--- config.mk ---
export PLATFORM = sky130hd
export DESIGN_NAME = vga_timing_gen_flat
export DESIGN_NICKNAME = d
export VERILOG_FILES = /design/src/rtl/vga_timing_pkg.sv /design/src/rtl/vga_timing_if.sv /design/src/rtl/vga_timing_gen_sync_delay_line.sv /design/src/rtl/vga_timing_gen.sv /design/src/flat_wrapper.sv
export SDC_FILE = /design/constraint.sdc
export NUM_CORES = 1
export LEC_CHECK = 0
export ABC_AREA = 0
export BUFFER_PORTS_ARGS = -buffer_cell sky130_fd_sc_hd__buf_2
export CELL_PAD_IN_SITES_DETAIL_PLACEMENT = 0
export CELL_PAD_IN_SITES_GLOBAL_PLACEMENT = 1
export CORE_MARGIN = 2
export CORE_UTILIZATION = 39
export DETAILED_ROUTE_END_ITERATION = 8
export PLACE_DENSITY = 0.78
export SYNTH_ARGS = -nofsm -noshare
export SYNTH_HDL_FRONTEND = slang
export SYNTH_SLANG_ARGS = --single-unit
export TNS_END_PERCENT = 20
--- constraint.sdc ---
create_clock -name vga_clk -period 2.7 [get_ports vga_clk]
set_clock_uncertainty 0.2 [all_clocks]
set_input_delay 0.27 -clock vga_clk [delete_from_list [all_inputs] [get_ports vga_clk]]
set_output_delay 0.27 -clock vga_clk [all_outputs]
set_load 0.02 [all_outputs]
--- src/rtl/vga_timing_pkg.sv ---
// Shared VGA 640x480@60 timing constants and the coordinate type used by all drawers.
package vga_timing_pkg;

    localparam int unsigned H_VISIBLE = 640;
    localparam int unsigned H_FRONT   = 16;
    localparam int unsigned H_SYNC    = 96;
    localparam int unsigned H_BACK    = 48;
    localparam int unsigned V_VISIBLE = 480;
    localparam int unsigned V_FRONT   = 10;
    localparam int unsigned V_SYNC    = 2;
    localparam int unsigned V_BACK    = 33;

    localparam int unsigned H_TOTAL = H_VISIBLE + H_FRONT + H_SYNC + H_BACK;
    localparam int unsigned V_TOTAL = V_VISIBLE + V_FRONT + V_SYNC + V_BACK;

    localparam int unsigned H_SYNC_START = H_VISIBLE + H_FRONT;
    localparam int unsigned H_SYNC_END   = H_SYNC_START + H_SYNC;
    localparam int unsigned V_SYNC_START = V_VISIBLE + V_FRONT;
    localparam int unsigned V_SYNC_END   = V_SYNC_START + V_SYNC;

    typedef logic [9:0] coord_t;
    typedef logic [7:0] frame_cnt_t;

endpackage

--- src/rtl/vga_timing_if.sv ---
// Raster bus from the timing generator to the sprite/tile drawers and the encoder.
interface vga_timing_if;
    import vga_timing_pkg::*;

    coord_t     DrawX;
    coord_t     DrawY;
    logic       blank;
    logic       hs;
    logic       vs;
    logic       line_start;
    logic       frame_start;
    logic       vblank_start;
    frame_cnt_t frame_count;

    modport master (
        output DrawX, DrawY, blank, hs, vs,
               line_start, frame_start, vblank_start, frame_count
    );

    modport slave (
        input  DrawX, DrawY, blank, hs, vs,
               line_start, frame_start, vblank_start, frame_count
    );

endinterface

--- src/rtl/vga_timing_gen_sync_delay_line.sv ---
// Depth-N shift register for a sync signal; all stages reset to 1 (sync inactive).
module sync_delay_line #(
    parameter int unsigned DEPTH = 1
) (
    input  logic vga_clk,
    input  logic reset,
    input  logic din,
    output logic dout
);

    generate
        if (DEPTH == 0) begin : g_pass
            assign dout = din;
        end else begin : g_shift
            logic [DEPTH-1:0] stages;

            // Shift din in at stage 0; reset flushes the line with inactive 1s.
            always_ff @(posedge vga_clk) begin
                if (reset) begin
                    stages <= '1;
                end else begin
                    stages[0] <= din;
                    for (int unsigned i = 1; i < DEPTH; i++) begin
                        stages[i] <= stages[i-1];
                    end
                end
            end

            assign dout = stages[DEPTH-1];
        end
    endgenerate

endmodule

--- src/rtl/vga_timing_gen.sv ---
// VGA raster timing: pixel/line counters, visible-area decode, delayed syncs and strobes.
module vga_timing_gen #(
    parameter int unsigned H_VISIBLE  = vga_timing_pkg::H_VISIBLE,
    parameter int unsigned H_FRONT    = vga_timing_pkg::H_FRONT,
    parameter int unsigned H_SYNC     = vga_timing_pkg::H_SYNC,
    parameter int unsigned H_BACK     = vga_timing_pkg::H_BACK,
    parameter int unsigned V_VISIBLE  = vga_timing_pkg::V_VISIBLE,
    parameter int unsigned V_FRONT    = vga_timing_pkg::V_FRONT,
    parameter int unsigned V_SYNC     = vga_timing_pkg::V_SYNC,
    parameter int unsigned V_BACK     = vga_timing_pkg::V_BACK,
    parameter int unsigned SYNC_DELAY = 1
) (
    input  logic          vga_clk,
    input  logic          reset,
    vga_timing_if.master  vga
);
    import vga_timing_pkg::*;

    localparam int unsigned H_TOT = H_VISIBLE + H_FRONT + H_SYNC + H_BACK;
    localparam int unsigned V_TOT = V_VISIBLE + V_FRONT + V_SYNC + V_BACK;

    localparam coord_t H_LAST   = coord_t'(H_TOT - 1);
    localparam coord_t V_LAST   = coord_t'(V_TOT - 1);
    localparam coord_t H_VIS    = coord_t'(H_VISIBLE);
    localparam coord_t V_VIS    = coord_t'(V_VISIBLE);
    localparam coord_t HS_BEGIN = coord_t'(H_VISIBLE + H_FRONT);
    localparam coord_t HS_END   = coord_t'(H_VISIBLE + H_FRONT + H_SYNC);
    localparam coord_t VS_BEGIN = coord_t'(V_VISIBLE + V_FRONT);
    localparam coord_t VS_END   = coord_t'(V_VISIBLE + V_FRONT + V_SYNC);

    coord_t     hc;
    coord_t     vc;
    frame_cnt_t fcnt;
    logic       run;
    logic       hs_raw;
    logic       vs_raw;

    // Raster counters: hc every clock, vc at end of line, frame count at end of frame.
    always_ff @(posedge vga_clk) begin
        if (reset) begin
            hc   <= '0;
            vc   <= '0;
            fcnt <= '0;
        end else if (hc == H_LAST) begin
            hc <= '0;
            if (vc == V_LAST) begin
                vc   <= '0;
                fcnt <= fcnt + 8'd1;
            end else begin
                vc <= vc + 10'd1;
            end
        end else begin
            hc <= hc + 10'd1;
        end
    end

    // Strobe enable: low during reset and for the first cycle after release.
    always_ff @(posedge vga_clk) begin
        if (reset) begin
            run <= 1'b0;
        end else begin
            run <= 1'b1;
        end
    end

    // Visible-area, raw sync and strobe decode straight from the counters.
    always_comb begin
        hs_raw           = !((hc >= HS_BEGIN) && (hc < HS_END));
        vs_raw           = !((vc >= VS_BEGIN) && (vc < VS_END));
        vga.blank        = (hc < H_VIS) && (vc < V_VIS);
        vga.line_start   = run && (hc == '0);
        vga.frame_start  = run && (hc == '0) && (vc == '0);
        vga.vblank_start = run && (hc == '0) && (vc == V_VIS);
    end

    assign vga.DrawX       = hc;
    assign vga.DrawY       = vc;
    assign vga.frame_count = fcnt;

    sync_delay_line #(.DEPTH(SYNC_DELAY)) u_hs_delay (
        .vga_clk (vga_clk),
        .reset   (reset),
        .din     (hs_raw),
        .dout    (vga.hs)
    );

    sync_delay_line #(.DEPTH(SYNC_DELAY)) u_vs_delay (
        .vga_clk (vga_clk),
        .reset   (reset),
        .din     (vs_raw),
        .dout    (vga.vs)
    );

endmodule

--- src/flat_wrapper.sv ---
// flat-port wrapper written by rule: the top's interface ports become plain ports
module vga_timing_gen_flat import vga_timing_pkg::*;
#(
    parameter int unsigned H_VISIBLE  = vga_timing_pkg::H_VISIBLE,
    parameter int unsigned H_FRONT    = vga_timing_pkg::H_FRONT,
    parameter int unsigned H_SYNC     = vga_timing_pkg::H_SYNC,
    parameter int unsigned H_BACK     = vga_timing_pkg::H_BACK,
    parameter int unsigned V_VISIBLE  = vga_timing_pkg::V_VISIBLE,
    parameter int unsigned V_FRONT    = vga_timing_pkg::V_FRONT,
    parameter int unsigned V_SYNC     = vga_timing_pkg::V_SYNC,
    parameter int unsigned V_BACK     = vga_timing_pkg::V_BACK,
    parameter int unsigned SYNC_DELAY = 1
)
  (vga_clk, reset, vga_DrawX, vga_DrawY, vga_blank, vga_hs, vga_vs, vga_line_start, vga_frame_start, vga_vblank_start, vga_frame_count);
  vga_timing_if vga_i ();
  input  logic vga_clk;
  input  logic reset;
  output wire logic [$bits(vga_i.DrawX)-1:0] vga_DrawX;
  output wire logic [$bits(vga_i.DrawY)-1:0] vga_DrawY;
  output wire logic [$bits(vga_i.blank)-1:0] vga_blank;
  output wire logic [$bits(vga_i.hs)-1:0] vga_hs;
  output wire logic [$bits(vga_i.vs)-1:0] vga_vs;
  output wire logic [$bits(vga_i.line_start)-1:0] vga_line_start;
  output wire logic [$bits(vga_i.frame_start)-1:0] vga_frame_start;
  output wire logic [$bits(vga_i.vblank_start)-1:0] vga_vblank_start;
  output wire logic [$bits(vga_i.frame_count)-1:0] vga_frame_count;
  assign vga_DrawX = vga_i.DrawX;
  assign vga_DrawY = vga_i.DrawY;
  assign vga_blank = vga_i.blank;
  assign vga_hs = vga_i.hs;
  assign vga_vs = vga_i.vs;
  assign vga_line_start = vga_i.line_start;
  assign vga_frame_start = vga_i.frame_start;
  assign vga_vblank_start = vga_i.vblank_start;
  assign vga_frame_count = vga_i.frame_count;
  vga_timing_gen #(.H_VISIBLE(H_VISIBLE), .H_FRONT(H_FRONT), .H_SYNC(H_SYNC), .H_BACK(H_BACK), .V_VISIBLE(V_VISIBLE), .V_FRONT(V_FRONT), .V_SYNC(V_SYNC), .V_BACK(V_BACK), .SYNC_DELAY(SYNC_DELAY)) u_core (.vga_clk(vga_clk), .reset(reset), .vga(vga_i));
endmodule
==> results by group <==
Setup path
  – Data required time at the worst endpoint: 2.23 ns
  – Biggest fanout along the worst timing path: 8
  – WS Path Type: flip-flop to output pin
  – Launch instance of the worst register-to-register path: u_core.vga.DrawX[0]
  – Worst-case reg-to-reg path depth: 6
  – Critical path capture point type: output pin
  – Register-to-register path setup slack: 0.25 ns
  – Critical path startpoint category: flip-flop
  – Arrival time at the worst endpoint: around 2.1 ns
  – Endpoint of the worst register-to-register path: u_core.vga.DrawY[2]

Power and ir drop
  – Internal power: 0.000709 W
  – Power density over the cells: between 400 and 500 mW/mm²
  – Leakage: ~0.74 nW
  – Peak ir drop on the vdd network: just under 300 µV
  – Share of total power in the clock network: ~44%
  – Sequential power share: around half
  – Tot Pwr: 0.000917 W
  – Part of the total power dissipated in combinational logic: between 4 and 5%
  – Switching pwr: approximately 0.00021 W
  – Switching Share: roughly 23%

Clock tree
  – Number of sinks handled by clock tree synthesis: 31
  – Clock buffer count from CTS: 5
  – Hold-fix buffer count after cts: 0
  – CTS tree: yes
  – Maximum level of the CTS H-tree: 2
  – Clk buf depth: 2
  – Root Buffer Master: sky130_fd_sc_hd__clkbuf_8
  – Clock Pin Slew Worst Setup and Hold Paths: around 0.060 ns
  – Post-CTS setup buffers: 0
  – Latest clock arrival within the worst-skew pair: between 0.2 and 0.3 ns

Global route
  – Global-route wire length before repair: slightly above 6000 µm
  – Initial antenna violation count: 0
  – Pin count of the biggest net entering global routing: 19
  – Most heavily used metal layer in global routing: met2
  – Total overflow reported by the global router: 0
  – Met2 demand-to-capacity share in global routing: 26.5%
  – Met3 GRT Util: 3.95%
  – Number of global-route vias before repair: 1291
  – Met1 Use GR: 26.3%
  – Total routing resource utilization after global routing: between 10% and 20%

Timing
  – Unrepaired setup endpoints after global routing: no
  – Headroom to the max-slew limit: a little under three quarters
  – Highest achievable clock rate: around 380 MHz
  – Fin crit period: approximately 2.6 ns
  – Final worst-path cycle share: between 90% and 100%
  – Setup violation total in the final timing report: 0
  – Total Neg Setup Slack: 0 ns
  – Slew Viols, Final: 0
  – Least-Margin Pin Slew: roughly 0.42 ns
  – Count of final hold-check violations: 0

Flow run
  – Max cap viols: 0

Logic synthesis
  – Cell area after technology mapping: about 0.0016 mm²
  – Synth warnings: 0
  – Total nets after synthesis: 188
  – Cell count after synthesis: 180
  – Flip-flop and latch count after synthesis: 31
  – Synthesized-area fraction occupied by ao, oa, aoi and oai cells: around 8.6%
  – Post-synthesis simple-gate area fraction: ~32%
  – Count of distinct cell types in the synthesized netlist: 34
  – Combinational family with the most area after synthesis: simple AND/OR/NAND/NOR gates
  – Mux cell area share after synthesis: between 2 and 2.5%
  – Synthesized area divided by synthesized cell count: roughly 9 µm²
  – Synth Area in Adders: ~4.7%
  – Share of synthesized area occupied by flip-flops and latches: between 30 and 40%
  – Xor-xnor portion of the synthesized cell area: approximately 6.6%

Hold path
  – End point of the most critical hold path: u_core.vga.DrawX[6]
  – Min-delay worst type: primary input to flip-flop
  – Number of cells on the worst hold path: 2
  – Hold path startpoint: reset

Place
  – Number of I/O port buffers: 35
  – HPWL reported at the end of detailed placement: 2580 µm
  – Gp weighted congestion: between 0.7 and 0.8
  – Area after DPL: 0.00177 mm²

Detailed routing
  – DRC: 0
  – Routed Wire Length: approximately 3700 µm
  – Routed vias/inst: 5.30
  – Total via count in the routed design: between 1000 and 1500
  – Drt initial violations: 66
  – Number of search-and-repair iterations in the first detailed-routing pass: 4
  – Wire length per cell: about 14 µm
  – Number of routed nets with antenna violations: 0

Die
  – Die X: just under 70 µm
  – Standard-cell rows: 23
  – Die span in y: around 68 µm
  – Initial Utilization: 40.0%
  – Die area: 0.00460 mm²
  – Core area: 0.00397 mm²
  – I/O pin count: 36

Final layout
  – Layout cells sized above 1: about a quarter
  – Area grow syn2layout: 18.5%
  – Number of inserted diodes: 0
  – # nets final: between 200 and 250
  – Design area: 0.00188 mm²

Run status
  – Outcome: finished clean
==> kinds of logic after synthesis <==
kind of cell | after synthesis
simple gates | 89
flops | 31
compound gates | 23
buf+inv | 16
xor+xnor | 12
fa+ha+maj | 6
mux | 3
==> metrics by stage <==
step	cells	util (%)	hold WS [ns]	setup slack, ns
detailed placement	258	44.6	0.292	0.237
floorplan	180	-	0.340	0.201
CTS	266	47.2	0.162	0.00328
global placement	258	44.6	0.270	0.291
finish	266	47.4	0.168	0.0885
global route	266	47.4	0.182	0.00455
==> synthesized netlist by cell type <==
master	instances	area [µm²]
sky130_fd_sc_hd__nor3b_1	2	15.0
sky130_fd_sc_hd__nand3b_1	2	15.0
sky130_fd_sc_hd__or3_4	2	22.5
sky130_fd_sc_hd__clkbuf_1	4	15.0
sky130_fd_sc_hd__nor2b_1	5	31.3
sky130_fd_sc_hd__nand4_1	7	43.8
sky130_fd_sc_hd__xnor2_1	7	61.3
sky130_fd_sc_hd__buf_6	1	11.3
sky130_fd_sc_hd__and4_1	2	17.5
sky130_fd_sc_hd__buf_4	1	7.51
sky130_fd_sc_hd__nand3_1	14	70.1
sky130_fd_sc_hd__nor3_1	7	35.0
sky130_fd_sc_hd__and3_1	3	18.8
sky130_fd_sc_hd__or3_1	3	18.8
sky130_fd_sc_hd__or4_4	1	11.3
sky130_fd_sc_hd__o21ai_2	1	8.76
sky130_fd_sc_hd__o211ai_1	1	7.51
sky130_fd_sc_hd__nor4_1	4	25.0
sky130_fd_sc_hd__ha_1	6	75.1
sky130_fd_sc_hd__nor2_1	17	63.8
sky130_fd_sc_hd__dfxtp_1	31	621
sky130_fd_sc_hd__or4_1	9	67.6
sky130_fd_sc_hd__o21ai_0	4	20.0
sky130_fd_sc_hd__mux2_2	3	33.8
sky130_fd_sc_hd__buf_2	2	10.0
sky130_fd_sc_hd__or3_2	1	7.51
sky130_fd_sc_hd__o31ai_1	6	45.0
sky130_fd_sc_hd__bufbuf_16	1	32.5
sky130_fd_sc_hd__inv_1	7	26.3
sky130_fd_sc_hd__nor4_2	1	12.5
sky130_fd_sc_hd__and4b_1	1	10.0
sky130_fd_sc_hd__a21oi_1	11	55.1
sky130_fd_sc_hd__xor2_1	5	43.8
sky130_fd_sc_hd__nand2_1	8	30.0
==> worst max path at each step <==
stage	from	cells after the start	slack, ns	end
6_report	u_core.vga.DrawX[6]	5	0.09	vga_frame_start
5_1_grt	u_core.vga.DrawX[6]	5	0.005	vga_frame_start
3_3_place_gp	u_core.vga.DrawX[6]	5	0.29	vga_frame_start
3_5_place_dp	u_core.vga.DrawX[0]	6	0.24	u_core.vga.DrawY[2]
2_1_floorplan	u_core.vga.DrawX[5]	5	0.20	vga_frame_start
4_1_cts	u_core.vga.DrawX[6]	5	0.003	vga_frame_start
==> registers in the layout, indices dropped and copies added, names as in the netlist <==
signal / flops
u_core.vga.DrawY: 10
u_core.vga.frame_count: 8
u_core.u_vs_delay.dout: 1
u_core.vga.DrawX: 10
u_core.u_hs_delay.dout: 1
u_core.run: 1
==> cell type report <==
type                            count  area (µm²)
Tap cell                           50        62.6
Fill cell                         405        2090
Timing Repair Buffer               37         193
Clock buffer                        8         100
Multi-Input combinational cell    133         876
Inverter                            7        26.3
Sequential cell                    31         626
==> repair_timing <==
| item | CTS | global route |
|---|---|---|
| pin swaps | 0 | 1 |
| resized for setup | 2 | 3 |
| setup endpoints to repair | 1 | 1 |
==> worst max-delay path, cell delays in order (launching register included) <==
cell and delay (ns):
sky130_fd_sc_hd__dfxtp_4 0.37, sky130_fd_sc_hd__or3_4 0.42, sky130_fd_sc_hd__or4_4 0.49, sky130_fd_sc_hd__nand3b_1 0.24, sky130_fd_sc_hd__nor4_2 0.17, sky130_fd_sc_hd__buf_4 0.18
==> cell usage in the layout (no fill, tap or decap), types with 7 or more instances in the layout <==
cell type                  netlist  layout
sky130_fd_sc_hd__buf_2           2      34
sky130_fd_sc_hd__dfxtp_1        31      29
sky130_fd_sc_hd__nor2_1         17      17
sky130_fd_sc_hd__nand3_1        14      14
sky130_fd_sc_hd__a21oi_1        11      11
sky130_fd_sc_hd__nand2_1         8       8
sky130_fd_sc_hd__or4_1           9       8
sky130_fd_sc_hd__inv_1           7       7
sky130_fd_sc_hd__nand4_1         7       7
sky130_fd_sc_hd__nor3_1          7       7
sky130_fd_sc_hd__xnor2_1         7       7
sky130_fd_sc_hd__clkbuf_8        0       7
==> metal layers <==
layer	part of all wire [%]	vias to the layer above
li1	-	719
met1	50	646
met2	43	37
met3	5.1	8
met4	1.7	0
met5	0	-
==> power groups by stage <==
stage	sequential, W	clock [W]	combinational, W
3_5_place_dp	0.000478	0	0.0000426
5_1_grt	0.000468	0.000436	0.0000499
3_3_place_gp	0.000478	0	0.0000440
4_1_cts	0.000468	0.000415	0.0000448
6_report	0.000467	0.000405	0.0000448
2_1_floorplan	0.000481	0	0.0000264
(Power assumes the default switching activity.)
